`config.mk`:
```
export PLATFORM = sky130hd
export DESIGN_NAME = lsu_mem_unit
export DESIGN_NICKNAME = d
export VERILOG_FILES = /design/src/rtl/lsu_mem_unit.sv
export SDC_FILE = /design/constraint.sdc
export NUM_CORES = 1
export LEC_CHECK = 0
export CORE_ASPECT_RATIO = 0.9
export CORE_MARGIN = 3
export CORE_UTILIZATION = 41
export CTS_CLUSTER_DIAMETER = 30
export DETAILED_ROUTE_END_ITERATION = 7
export PLACE_DENSITY = 0.93
export SLEW_MARGIN = 15
export SYNTH_ARGS = -nofsm -noshare
export SYNTH_HDL_FRONTEND = slang
export SYNTH_SLANG_ARGS = --single-unit
```
`constraint.sdc`:
```
create_clock -name clk -period 2.4 [get_ports clk]
set_input_delay 0.48 -clock clk [delete_from_list [all_inputs] [get_ports clk]]
set_output_delay 0.48 -clock clk [all_outputs]
set_load 0.02 [all_outputs]
```
`src/rtl/lsu_mem_unit.sv`:
```
// lsu_mem_unit: backend load/store unit.
// Takes one memory request from the EXU/LSU register and runs one valid/ready
// bus transaction for it. Results go to the LSU/WBU register as a one-cycle
// resp_valid pulse. The result carries aligned, extended load data and
// exception flags.
// Optional feature: define LSU_TIMEOUT_EN to abort a bus wait after
// TIMEOUT_CYCLES idle bus cycles with an access fault.
module lsu_mem_unit #(
    parameter int XLEN           = 32,
    parameter int TIMEOUT_CYCLES = 255
) (
    input  logic            clk,
    input  logic            rst,
    input  logic            req_load,
    input  logic            req_store,
    input  logic [1:0]      req_size,
    input  logic            req_unsigned,
    input  logic [XLEN-1:0] req_addr,
    input  logic [XLEN-1:0] req_wdata,
    output logic            lsu_busy,
    output logic            resp_valid,
    output logic [XLEN-1:0] resp_rdata,
    output logic            exc_load_misalign,
    output logic            exc_store_misalign,
    output logic            exc_access_fault,
    output logic            bus_valid,
    output logic            bus_we,
    output logic [XLEN-1:0] bus_addr,
    output logic [3:0]      bus_be,
    output logic [XLEN-1:0] bus_wdata,
    input  logic            bus_ready,
    input  logic [XLEN-1:0] bus_rdata
);

    typedef enum logic {S_IDLE = 1'b0, S_WAIT = 1'b1} state_t;

    state_t state_q, state_d;

    logic            mem_req;
    logic            misalign;
    logic            accept;
    logic            complete;
    logic            timeout_hit;

    logic            bus_valid_q;
    logic            bus_we_q;
    logic [XLEN-1:0] bus_addr_q;
    logic [3:0]      bus_be_q;
    logic [XLEN-1:0] bus_wdata_q;
    logic [1:0]      off_q;
    logic [1:0]      size_q;
    logic            uns_q;

    logic            resp_valid_q;
    logic [XLEN-1:0] resp_rdata_q;
    logic            exc_load_misalign_q;
    logic            exc_store_misalign_q;

    logic [3:0]      be_calc;
    logic [XLEN-1:0] wdata_rep;
    logic [XLEN-1:0] shifted;
    logic [XLEN-1:0] load_ext;

    assign mem_req  = req_load | req_store;
    // Sizes 2 and 3 are both words, so req_size[1] covers both.
    assign misalign = ((req_size == 2'd1) & req_addr[0]) |
                      (req_size[1] & (req_addr[1:0] != 2'd0));

    // Per-lane byte enable and write-data replication for the incoming request.
    genvar gi;
    generate
        for (gi = 0; gi < 4; gi++) begin : g_lane
            localparam logic [1:0] LANE = 2'(gi);
            assign be_calc[gi] = req_size[1] ? 1'b1 :
                                 (req_size == 2'd1) ? (LANE[1] == req_addr[1]) :
                                 (LANE == req_addr[1:0]);
            assign wdata_rep[gi*8 +: 8] = req_size[1] ? req_wdata[gi*8 +: 8] :
                                          (req_size == 2'd1) ? req_wdata[(gi%2)*8 +: 8] :
                                          req_wdata[7:0];
        end
    endgenerate

`ifdef LSU_TIMEOUT_EN
    localparam int CW = ($clog2(TIMEOUT_CYCLES + 1) > 8) ? $clog2(TIMEOUT_CYCLES + 1) : 8;

    logic [CW-1:0] tmo_cnt_q;
    logic          exc_access_fault_q;

    assign timeout_hit = (state_q == S_WAIT) && !bus_ready &&
                         (tmo_cnt_q == CW'(TIMEOUT_CYCLES));

    // Wait counter: cleared on WAIT entry, counts WAIT cycles without bus_ready.
    always_ff @(posedge clk) begin
        if (rst) begin
            tmo_cnt_q          <= '0;
            exc_access_fault_q <= 1'b0;
        end else begin
            exc_access_fault_q <= timeout_hit;
            if (accept) begin
                tmo_cnt_q <= '0;
            end else if (state_q == S_WAIT && !bus_ready && !timeout_hit) begin
                tmo_cnt_q <= tmo_cnt_q + 1'b1;
            end
        end
    end

    assign exc_access_fault = exc_access_fault_q;
`else
    assign timeout_hit      = 1'b0;
    assign exc_access_fault = 1'b0;
`endif

    // FSM state register.
    always_ff @(posedge clk) begin
        if (rst) begin
            state_q <= S_IDLE;
        end else begin
            state_q <= state_d;
        end
    end

    // FSM next-state logic.
    always_comb begin
        state_d = state_q;
        case (state_q)
            S_IDLE:  if (mem_req && !misalign) state_d = S_WAIT;
            S_WAIT:  if (bus_ready || timeout_hit) state_d = S_IDLE;
            default: state_d = S_IDLE;
        endcase
    end

    // FSM outputs: stall and the accept/complete strobes for the datapath.
    // Busy drops in the completion cycle so upstream advances exactly once.
    always_comb begin
        lsu_busy = 1'b0;
        accept   = 1'b0;
        complete = 1'b0;
        case (state_q)
            S_IDLE: begin
                if (mem_req && !misalign) begin
                    lsu_busy = !rst;
                    accept   = 1'b1;
                end
            end
            S_WAIT: begin
                if (bus_ready) begin
                    complete = 1'b1;
                end else if (!timeout_hit) begin
                    lsu_busy = !rst;
                end
            end
            default: ;
        endcase
    end

    // Load alignment and extension from the held request attributes.
    always_comb begin
        shifted  = bus_rdata >> {off_q, 3'b000};
        load_ext = shifted;
        case (size_q)
            2'd0:    load_ext = {{24{shifted[7]  & ~uns_q}}, shifted[7:0]};
            2'd1:    load_ext = {{16{shifted[15] & ~uns_q}}, shifted[15:0]};
            default: load_ext = shifted;
        endcase
    end

    // Bus request registers and response registers.
    always_ff @(posedge clk) begin
        if (rst) begin
            bus_valid_q          <= 1'b0;
            bus_we_q             <= 1'b0;
            bus_addr_q           <= '0;
            bus_be_q             <= 4'd0;
            bus_wdata_q          <= '0;
            off_q                <= 2'd0;
            size_q               <= 2'd0;
            uns_q                <= 1'b0;
            resp_valid_q         <= 1'b0;
            resp_rdata_q         <= '0;
            exc_load_misalign_q  <= 1'b0;
            exc_store_misalign_q <= 1'b0;
        end else begin
            resp_valid_q         <= 1'b0;
            resp_rdata_q         <= '0;
            exc_load_misalign_q  <= 1'b0;
            exc_store_misalign_q <= 1'b0;

            if (accept) begin
                bus_valid_q <= 1'b1;
                bus_we_q    <= req_store;
                bus_addr_q  <= {req_addr[XLEN-1:2], 2'b00};
                bus_be_q    <= be_calc;
                bus_wdata_q <= wdata_rep;
                off_q       <= req_addr[1:0];
                size_q      <= req_size;
                uns_q       <= req_unsigned;
            end

            // Misaligned requests never touch the bus; they answer next cycle.
            if (state_q == S_IDLE && mem_req && misalign) begin
                resp_valid_q         <= 1'b1;
                exc_load_misalign_q  <= req_load;
                exc_store_misalign_q <= req_store;
            end

            if (complete) begin
                bus_valid_q  <= 1'b0;
                resp_valid_q <= 1'b1;
                resp_rdata_q <= bus_we_q ? '0 : load_ext;
            end else if (timeout_hit) begin
                bus_valid_q  <= 1'b0;
                resp_valid_q <= 1'b1;
            end
        end
    end

    assign bus_valid          = bus_valid_q;
    assign bus_we             = bus_we_q;
    assign bus_addr           = bus_addr_q;
    assign bus_be             = bus_be_q;
    assign bus_wdata          = bus_wdata_q;
    assign resp_valid         = resp_valid_q;
    assign resp_rdata         = resp_rdata_q;
    assign exc_load_misalign  = exc_load_misalign_q;
    assign exc_store_misalign = exc_store_misalign_q;

endmodule

```
# Word level (Yosys, flattened, before mapping)

Cells that the tools add are included.

Equal/unequal tests: 5
Shifts and indexed selects: 1
Muxes and demuxes: 24
Bitwise gates (word level): 11
Reduce and logical (&&, ||, !) cells: 11

Operator list:

| kind               | count |
|---|---|
| $pmux 32 s2        | 1 |
| $mux 8             | 4 |
| $shr 32x5->32      | 1 |
| $mux 1             | 17 |
| $not 1->1          | 5 |
| $and 1x1->1        | 4 |
| $eq 2x1->1 const B | 2 |
| $eq 2x2->1 const A | 2 |
| $logic_not 2->1    | 2 |
| $pmux 1 s2         | 2 |
| $reduce_or 2->1    | 2 |
| $logic_and 1x1->1  | 3 |
| $reduce_or 3->1    | 1 |
| $eq 1x2->1 const A | 1 |
| $logic_not 1->1    | 2 |
| $or 1x1->1         | 2 |
| $reduce_bool 2->1  | 1 |

Bits in registers: 109
Bits of input ports: 104
Word-level logic and storage cells: 65

# Logic depth before layout (Yosys ltp)

Gate-level depths: netlist of run 1.

Word-level depth: 7
Gate-level depth with buffers: 8
Depth with buffers taken out: 4

# Least setup slack after synthesis of run 1

OpenSTA, ideal clock, no wires.

Kind: input to output
Start: input port req_size[1]
End: output port lsu_busy
Data arrival time: 1979 ps
Required time: 1920 ps
Path slack: -59 ps
Stages: 7
Path buffers: 4
Cell sequence: buf_2 > or2_1 > buf_4 > a221o_1 > buf_2 > buf_6 > a21oi_1

Word-level cells in the longest chain between the ends: 7

Ends and longest elaborated chain:

| item                  | RTL line | text |
|---|---|---|
| start, declared       | 16       | `input logic [1:0] req_size,` |
| $eq 2x1->1            | 66       | `assign misalign = ((req_size == 2'd1) & req_addr[0]) \|` |
| $and 1x1->1           | 66       |  |
| $or 1x1->1 (*)        | 66       |  |
| $logic_not 1->1 (*)   | 140      | `if (mem_req && !misalign) begin` |
| $logic_and 1x1->1 (*) | 140      |  |
| $mux 1 (*)            | 140      |  |
| $pmux 1 s2 (*)        | 138      | `case (state_q)` |
| end, declared         | 20       | `output logic lsu_busy,` |

Mark *: on every way between the ends. The rest lies on a longest branch, timed or not.

# Worst setup path after layout of run 1

Same ends and word-level chain as after synthesis.

==> results of run 1 <==
[final timing paths]
check / start / to / slack (ns)
hold reg to reg: bus_addr[22] / bus_addr[22] / 0.46
setup / recovery: req_size[1] / lsu_busy / 0.09
setup reg to reg: off_q[0] / resp_rdata[12] / 0.49
hold / removal: bus_addr[22] / bus_addr[22] / 0.46
[power by group through the flow]
stage	Sequential [mW]	Clock (mW)	Combinational, mW
final	1.98	1.51	0.978
after global routing	1.99	1.60	1.05
after CTS	1.98	1.54	0.981
after detailed placement	2.02	0	0.977
after global placement	2.02	0	0.949
after floorplan	2.14	0	0.362
[worst max-delay path: cells and delay by family]
family	cells	cell delay, ns
buffers and inverters	2	0.60
AO/OA/AOI/OAI	2	0.50
AND/OR/NAND/NOR	1	0.25
[placed cells by master, fill, tap and decap left out, types with 8 or more instances in the layout]
cell type and count:
dfxtp_1 109, a21o_1 9, a21oi_1 54, nor2_1 39, clkdlybuf4s50_1 205, mux2i_1 39
a211oi_1 39, o21ai_0 11, nand2_1 105, buf_4 21, clkbuf_16 9, nor2b_1 11
o211ai_1 8
[cell usage after synthesis, drive strengths merged, types with 2 or more instances]
cell type,number
mux2i,39
or2,2
clkbuf,22
nor2b,11
nor4b,2
a311oi,3
nand2,105
o21bai,2
buf,22
a21oi,55
o21ai,11
dfxtp,109
a21o,9
nand2b,3
o211ai,8
nor2,39
a211oi,40
[area by class of cell]
type | count | area, µm² | share of cell area
clock buffer | 10 | 229 | 0.0332
timing repair buffer | 229 | 2240 | 0.325
clock inverter | 6 | 72.6 | 0.0105
multi-input combinational | 343 | 1990 | 0.290
inverter | 2 | 7.51 | 0.00109
sequential | 109 | 2180 | 0.317
tap | 129 | 161 | 0.0234
[state kept, by name, indices dropped and copies added, names as in the netlist]
signal,cells
bus_addr,30
bus_be,4
bus_valid,1
bus_wdata,32
bus_we,1
exc_load_misalign,1
exc_store_misalign,1
off_q,2
resp_rdata,32
resp_valid,1
size_q,2
state_q,1
uns_q,1
[stage by stage]
stage	instance area, µm²	power [mW]	worst slack, ns	util	TNS (ns)
floorplan	4390	2.50	0.0454	-	0
global placement	6590	2.96	-0.395	0.638	-0.395
detailed placement	6590	3.00	-0.375	0.638	-0.399
CTS	6890	4.50	0.0714	0.666	0
global route	6890	4.65	0.0267	0.666	0
finish	6890	4.46	0.0894	0.666	0
[layer usage]
metal	vias to the layer above	global-route usage
li1	2096	-
met1	2028	0.276
met2	180	0.374
met3	30	0.0646
met4	0	0.0796
met5	-	0
[cells by family after synthesis]
kind of cell | Yosys count | synth area share
simple gates | 166 | 0.157
compound gates | 134 | 0.200
flops | 109 | 0.498
buf+inv | 46 | 0.0500
mux | 40 | 0.0942
other cells | 1 | 0.000856
[repair_timing]
item                                    in CTS  in global routing
endpoints found under the setup margin       1                  0
hold buffers                                 0                  0
resized for setup                            4                  0
==> metrics.cfg, run 1 <==
[logic_synthesis]
synth_top_area_cell=dfxtp_1
synth_edf_count=0
synth_ff_type=dfxtp_1
synthArstFlopShare=0
synth_seq_area_share=0.498
synthTopCellsByArea=dfxtp_1 (50%), nand2_1 (9.0%), mux2i_1 (8.9%), a211oi_1 (6.7%), a21oi_1 (6.3%)
syn_avg_cell_area_um2=8.84
synthesis.area_um2=4380
synth_top_cell_area_share=0.498
syn_inst=496
synth_warnings=0
ys_types=37
ys_seq_elements=109

[floorplanning]
io-pin-count=211
die_area_um2=12000
dieWidth_um=115
die_y_um=104
rows=35
start_util=0.424
core_area_um2=10300

[min_path]
hp-class=flop to flop
min_path_cells=2

[timing]
tightest_slew_ns=0.653
slew_violations=0
report.final.hold_viol_count=0
slew_headroom=0.565
fin_crit_ns=2.31
fmax_mhz=433
rsz0062_at_grt=no
post-route-period-util=0.963
hold_slack_ns=0.456
fin_skew_ns=0.00733
finalSetupViolCount=0

[power_and_ir_drop]
p_sw_mw=1.24
seqPwrFrac=0.444
clock_power_share=0.337
p_int_mw=3.22
switching_share=0.278
peakVddDrop_uv=479
comb_power_share=0.219
power.leakage_nw=2.66
powerDensity_nw_per_um2=648

[place]
port_buffers=207
gp_congestion=0.870
dp.cells=812
hpwl_mm=10.4

[setup_path]
crit_required_ns=1.92
path_cells=clkdlybuf4s50_1, or2_1, a221o_2, a21oi_2, buf_2
cpMaxStageDelayCell=clkdlybuf4s50_1
worstSetupStartpointType=primary input
arrival_ns=1.83
end_kind=primary output
worstSetupPathType=primary input to primary output
crit_fanout=2
max_stage_delay_ns=0.42
r2r_cells=4

[cells_and_area]
antennaDiodeCount=0
drive_gt1_frac=0.0644
syn2layout_area_growth_pct=57.1
final_cells=828
num-nets-final=798
fillers=801

[clocking]
cts-root-buf=clkbuf_16
htreeDepth=3
worstSkewPairLatency_ns=0.34
tritoncts=built
clk_pin_slew_ns=0.07
clock-sinks=109
cts_buffers=9
clock_path_buffers=2
postCtsSetupRepairBufs=0

[routing]
m1WireLength_mm=5.62
route.detailed.drc=0
avgViaCountPerCell=5.23
met3_length_um=989
routedWlPerCell_um=16.5
totalWireLength_mm=13.7
vias=4334
dr.pass1.iters=5
final_antenna_net_count=0
dr_wl_met2_mm=6.67
dr.first_iter.drc_count=233
top_layer=met4

[grt]
grt_pass1_wl_mm=21.7
antenna_found_initial=0
grt_max_degree=70
gr-total-overflow=0
grt_pass1_vias=4321
grt_use_total=0.225

[status]
outcome=finished, final reports clean

[run]
max_cap_violations=0

Power figures use the tool's default switching activity.
==> run 2: changes to the inputs <==
--- a/config.mk
+++ b/config.mk
@@ -7,11 +7,11 @@
 export LEC_CHECK = 0
 export CORE_ASPECT_RATIO = 0.9
 export CORE_MARGIN = 3
-export CORE_UTILIZATION = 41
+export CORE_UTILIZATION = 42
+export CTS_BUF_LIST = sky130_fd_sc_hd__clkbuf_2
 export CTS_CLUSTER_DIAMETER = 30
 export DETAILED_ROUTE_END_ITERATION = 7
-export PLACE_DENSITY = 0.93
-export SLEW_MARGIN = 15
+export PLACE_DENSITY = 0.94
 export SYNTH_ARGS = -nofsm -noshare
 export SYNTH_HDL_FRONTEND = slang
 export SYNTH_SLANG_ARGS = --single-unit
==> metrics.cfg, run 2 (synthesized netlist as in run 1, its figures left out) <==
[timing]
fin_skew_ns=0.0245
layout_setup_ws_ns=0.0756
fin_crit_ns=2.32
slew_headroom=0.576
rsz0062_at_grt=no
slew_violations=0
post-route-period-util=0.968
report.final.hold_viol_count=0
fmax_mhz=430
tightest_slew_ns=0.635
finalSetupViolCount=0

[place]
dp_slack_ns=-0.379
place_area_um2=6590
hpwl_mm=10.6
port_buffers=207
gp_congestion=0.851

[setup_path]
ff2ff_setup_slack_ns=0.56
worstSetupPathType=primary input to primary output
r2r_cells=5
worstSetupStartpointType=primary input
crit_fanout=2
reg2reg_from=off_q[1]
max_stage_delay_ns=0.41
r2r_end=resp_rdata[22]
cpLargestDelayFamily=buffers and inverters
cpMaxStageDelayCell=clkdlybuf4s50_1
cp.buffers_inverters=2
path_cells=clkdlybuf4s50_1, or2_1, a221o_2, a21oi_2, buf_6
crit_required_ns=1.92
end_kind=primary output
arrival_ns=1.84

[routing]
avgViaCountPerCell=5.22
dr_wl_met2_mm=6.94
met3_length_mm=1.10
m1WireLength_mm=5.42
totalWireLength_mm=13.7
route.detailed.drc=0
top_layer=met4
dr.first_iter.drc_count=197
routedWlPerCell_um=16.6
dr.pass1.iters=4
final_antenna_net_count=0
vias=4309

[floorplanning]
dieWidth_um=114
start_util=0.442
core_area_um2=9910
rows=34
die_area_um2=11700
io-pin-count=211
die_y_um=103

[power_and_ir_drop]
power.leakage_nw=2.59
peakVddDrop_uv=364
powerDensity_nw_per_um2=571

[min_path]
min_path_cells=3
holdPathEnd=bus_addr[31]
hp-class=primary input to flop
min_from=rst

[status]
outcome=finished, final reports clean

[clocking]
holdBufCountCts=0
postCtsSetupRepairBufs=0
cts_buffers=9
cts-root-buf=clkbuf_2
clock_path_buffers=2
clock-sinks=109
worstSkewPairLatency_ns=0.55
tritoncts=built
htreeDepth=3
clk_pin_slew_ns=0.29

[grt]
antenna_found_initial=0
grt_max_degree=63
gr-total-overflow=0
grt_pass1_wl_mm=21.5
grt_pass1_vias=4325
grt_use_total=0.230

[cells_and_area]
layout_common_cells=clkdlybuf4s50_1 (205), dfxtp_1 (108), nand2_1 (105), a21oi_1 (54)
antennaDiodeCount=0
post-route-util=0.678
finish.instance_area_um2=6720
syn2layout_area_growth_pct=53.4
num-nets-final=799
fillers=790
drive_gt1_frac=0.0687
final_common_cell=clkdlybuf4s50_1

[run]
max_cap_violations=0

run 2: worst reg2reg max path, stage by stage, from the launching register on:
cell and delay [ns]:
dfxtp_1 0.43, buf_4 0.25, nand2b_1 0.21, a311o_1 0.40, a211o_1 0.36, o21ai_0 0.13
run 2: worst max-delay path by stage:
stage	startpoint	to	slack (ns)	cells after the start
4_1_cts	state_q	lsu_busy	0.06	4
2_1_floorplan	req_size[1]	lsu_busy	0.05	7
3_3_place_gp	req_size[0]	lsu_busy	-0.39	5
3_5_place_dp	req_size[0]	lsu_busy	-0.38	5
6_report	req_size[0]	lsu_busy	0.08	5
5_1_grt	state_q	lsu_busy	0.02	4
run 2: report_power, final:
part / total (mW) / leakage (nW) / internal [mW] / switching [mW]
clock network: 0.862 / 0.0707 / 0.249 / 0.613
logic: 0.986 / 1.63 / 0.487 / 0.499
registers: 1.99 / 0.891 / 1.93 / 0.0599
run 2: cell type report:
cell class | count | area, µm² | area share
Tap cell | 126 | 158 | 0.0234
Clock inverter | 6 | 71.3 | 0.0106
Multi-Input combinational cell | 343 | 2010 | 0.298
Inverter | 2 | 7.51 | 0.00112
Timing Repair Buffer | 230 | 2250 | 0.335
Sequential cell | 109 | 2180 | 0.325
Clock buffer | 9 | 45.0 | 0.00670
run 2: timing repair:
| item | CTS | global route |
|---|---|---|
| endpoints found under the setup margin | 1 | 1 |
| pin swaps | 0 | 1 |
| gates resized for setup | 4 | 5 |
| cloned | 0 | 0 |
run 2: layer usage:
layer	GRT usage	up-vias
met2	0.402	172
met1	0.271	2016
met3	0.0710	23
met5	0	-
li1	-	2098
met4	0.0776	0
run 2: through the flow:
stage / std cells / hold WS (ns) / power [mW] / TNS, ns
after detailed placement: 810 / 0.450 / 3.00 / -0.553
after CTS: 825 / 0.293 / 3.85 / 0
after global placement: 810 / 0.440 / 2.96 / -0.390
after global routing: 825 / 0.297 / 4.01 / 0
final: 825 / 0.328 / 3.84 / 0
after floorplan: 498 / 0.440 / 2.50 / 0
==> edit: new RTL, flow settings as in run 1 <==
The option `LSU_TIMEOUT_EN` is turned on by a define.
--- a/src/rtl/lsu_mem_unit.sv
+++ b/src/rtl/lsu_mem_unit.sv
@@ -5,6 +5,8 @@
 // exception flags.
 // Optional feature: define LSU_TIMEOUT_EN to abort a bus wait after
 // TIMEOUT_CYCLES idle bus cycles with an access fault.
+`define LSU_TIMEOUT_EN
+
 module lsu_mem_unit #(
     parameter int XLEN           = 32,
     parameter int TIMEOUT_CYCLES = 255
Check against the original RTL: same outputs for any inputs over 4 cycles, from zero or initial values and one cycle with rst high; that may be too few to reach the edited logic, so the function may still have changed.
==> edit against run 1 <==
  * Cell count grew 12%
  * Non-clock buffer count grew 2
  * Critical endpoint unchanged
  * Largest power group is now clock
  * Cell area increased by 11%
  * Sequential cell count increased by 9
  * Area after synthesis grew 8.4%
  * Setup slack got worse by 0.0095 ns
  * Register-to-register slack improved by 0.02 ns
  * Critical path type is now reg2out
  * Clock power increased by 79%
  * Total power increased by 31%
  * Routed wire length increased by 29%
  * Global-route usage is 4.8 points higher
==> edit: results (changes against run 1) <==
[cts]
insertion_delay_ns=0.42  ; +0.08 ns
numCtsBuffers=17  ; +8
cts_max_level=4  ; +1
cts.reportedPaths.clkPinSlew_ns=0.05  ; -0.02 ns

[placement]
dpl_cell_area_um2=7040  ; +6.9%
place_hpwl_um=12200  ; +18%
dp_cells=892  ; +9.9%
place.gp.congestion=0.958  ; +10%

[yosys]
syn_avg_cell_area_um2=8.62  ; -2.5%
synthAdderAreaFrac=0.00263  ; +0.00263
ys_top_cells_by_count=dfxtp_1 (118), nand2_1 (116), a21oi_1 (74)
ys_types=45  ; +22%
synthXorXnorAreaFrac=0.00738  ; +0.00738
synth.area.top_cells=dfxtp_1 (50%), nand2_1 (9.2%), a21oi_1 (7.8%)
synth_compound_area_frac=0.196  ; -0.00357

[detailed_routing]
viasPerCell=5.39  ; +2.9%
drt_iter0_drc=404  ; +73%
dr_wl_met3_um=1710  ; +73%
num_vias=4979  ; +15%
m1WireLength_um=6260  ; +11%
routed-wl-met2_um=9070  ; +36%

[timing]
tightest_slew_ns=0.815  ; +0.162 ns
skew_ns=0.00943  ; +0.00210 ns

[global_route]
use_met2=0.497  ; +0.123
grt_start_max_net_pins=79  ; +13%
met3_usage=0.105  ; +0.0406
first_global_vias=5206  ; +20%
gr-usage-met1=0.274  ; -0.00241

[cells_and_area]
layout.nets=864  ; +8.3%
n_fill_cell=772  ; -3.6%
drive_above_1_share=0.0803  ; +0.0159

[run_status]
status=finished, final reports clean

[power_and_ir_drop]
peakVddDrop_mv=0.559  ; +17%
p_leak_nw=2.92  ; +9.9%

[worst_setup_path]
crit_slowest_cell=dfxtp_1
slowest_delay_ns=0.39  ; -0.03 ns
critPathMaxFanout=3  ; +1
cpLargestDelayFamily=flip-flops

-- edit: worst paths after layout --
path / start / end / slack, ns / depth (start not counted)
worst min register to register: bus_addr[28] / bus_addr[28] / 0.46 / 2
worst max register to register: off_q[0] / resp_rdata[28] / 0.51 / 5
worst max-delay path: tmo_cnt_q[0] / lsu_busy / 0.08 / 5
worst min-delay path: bus_addr[28] / bus_addr[28] / 0.46 / 2
-- edit: final cells by class --
type	count	area share
Tap cell	152	0.0248
Clock buffer	23	0.0623
Clock inverter	9	0.0193
Sequential cell	118	0.308
Multi-Input combinational cell	387	0.287
Timing Repair Buffer	231	0.296
Inverter	4	0.00196
-- edit: what timing repair did --
action | 4_1_cts | 5_1_grt
gates resized for setup | 2 | 0
setup endpoints to repair | 1 | 0
setup buffers | 0 | 0
-- edit: report_power, final --
group          internal [mW]  switching (mW)  leakage (nW)  total (mW)
registers               2.07          0.0661         0.963        2.14
logic                  0.480           0.530          1.65        1.01
clock network           1.81           0.886         0.307        2.70
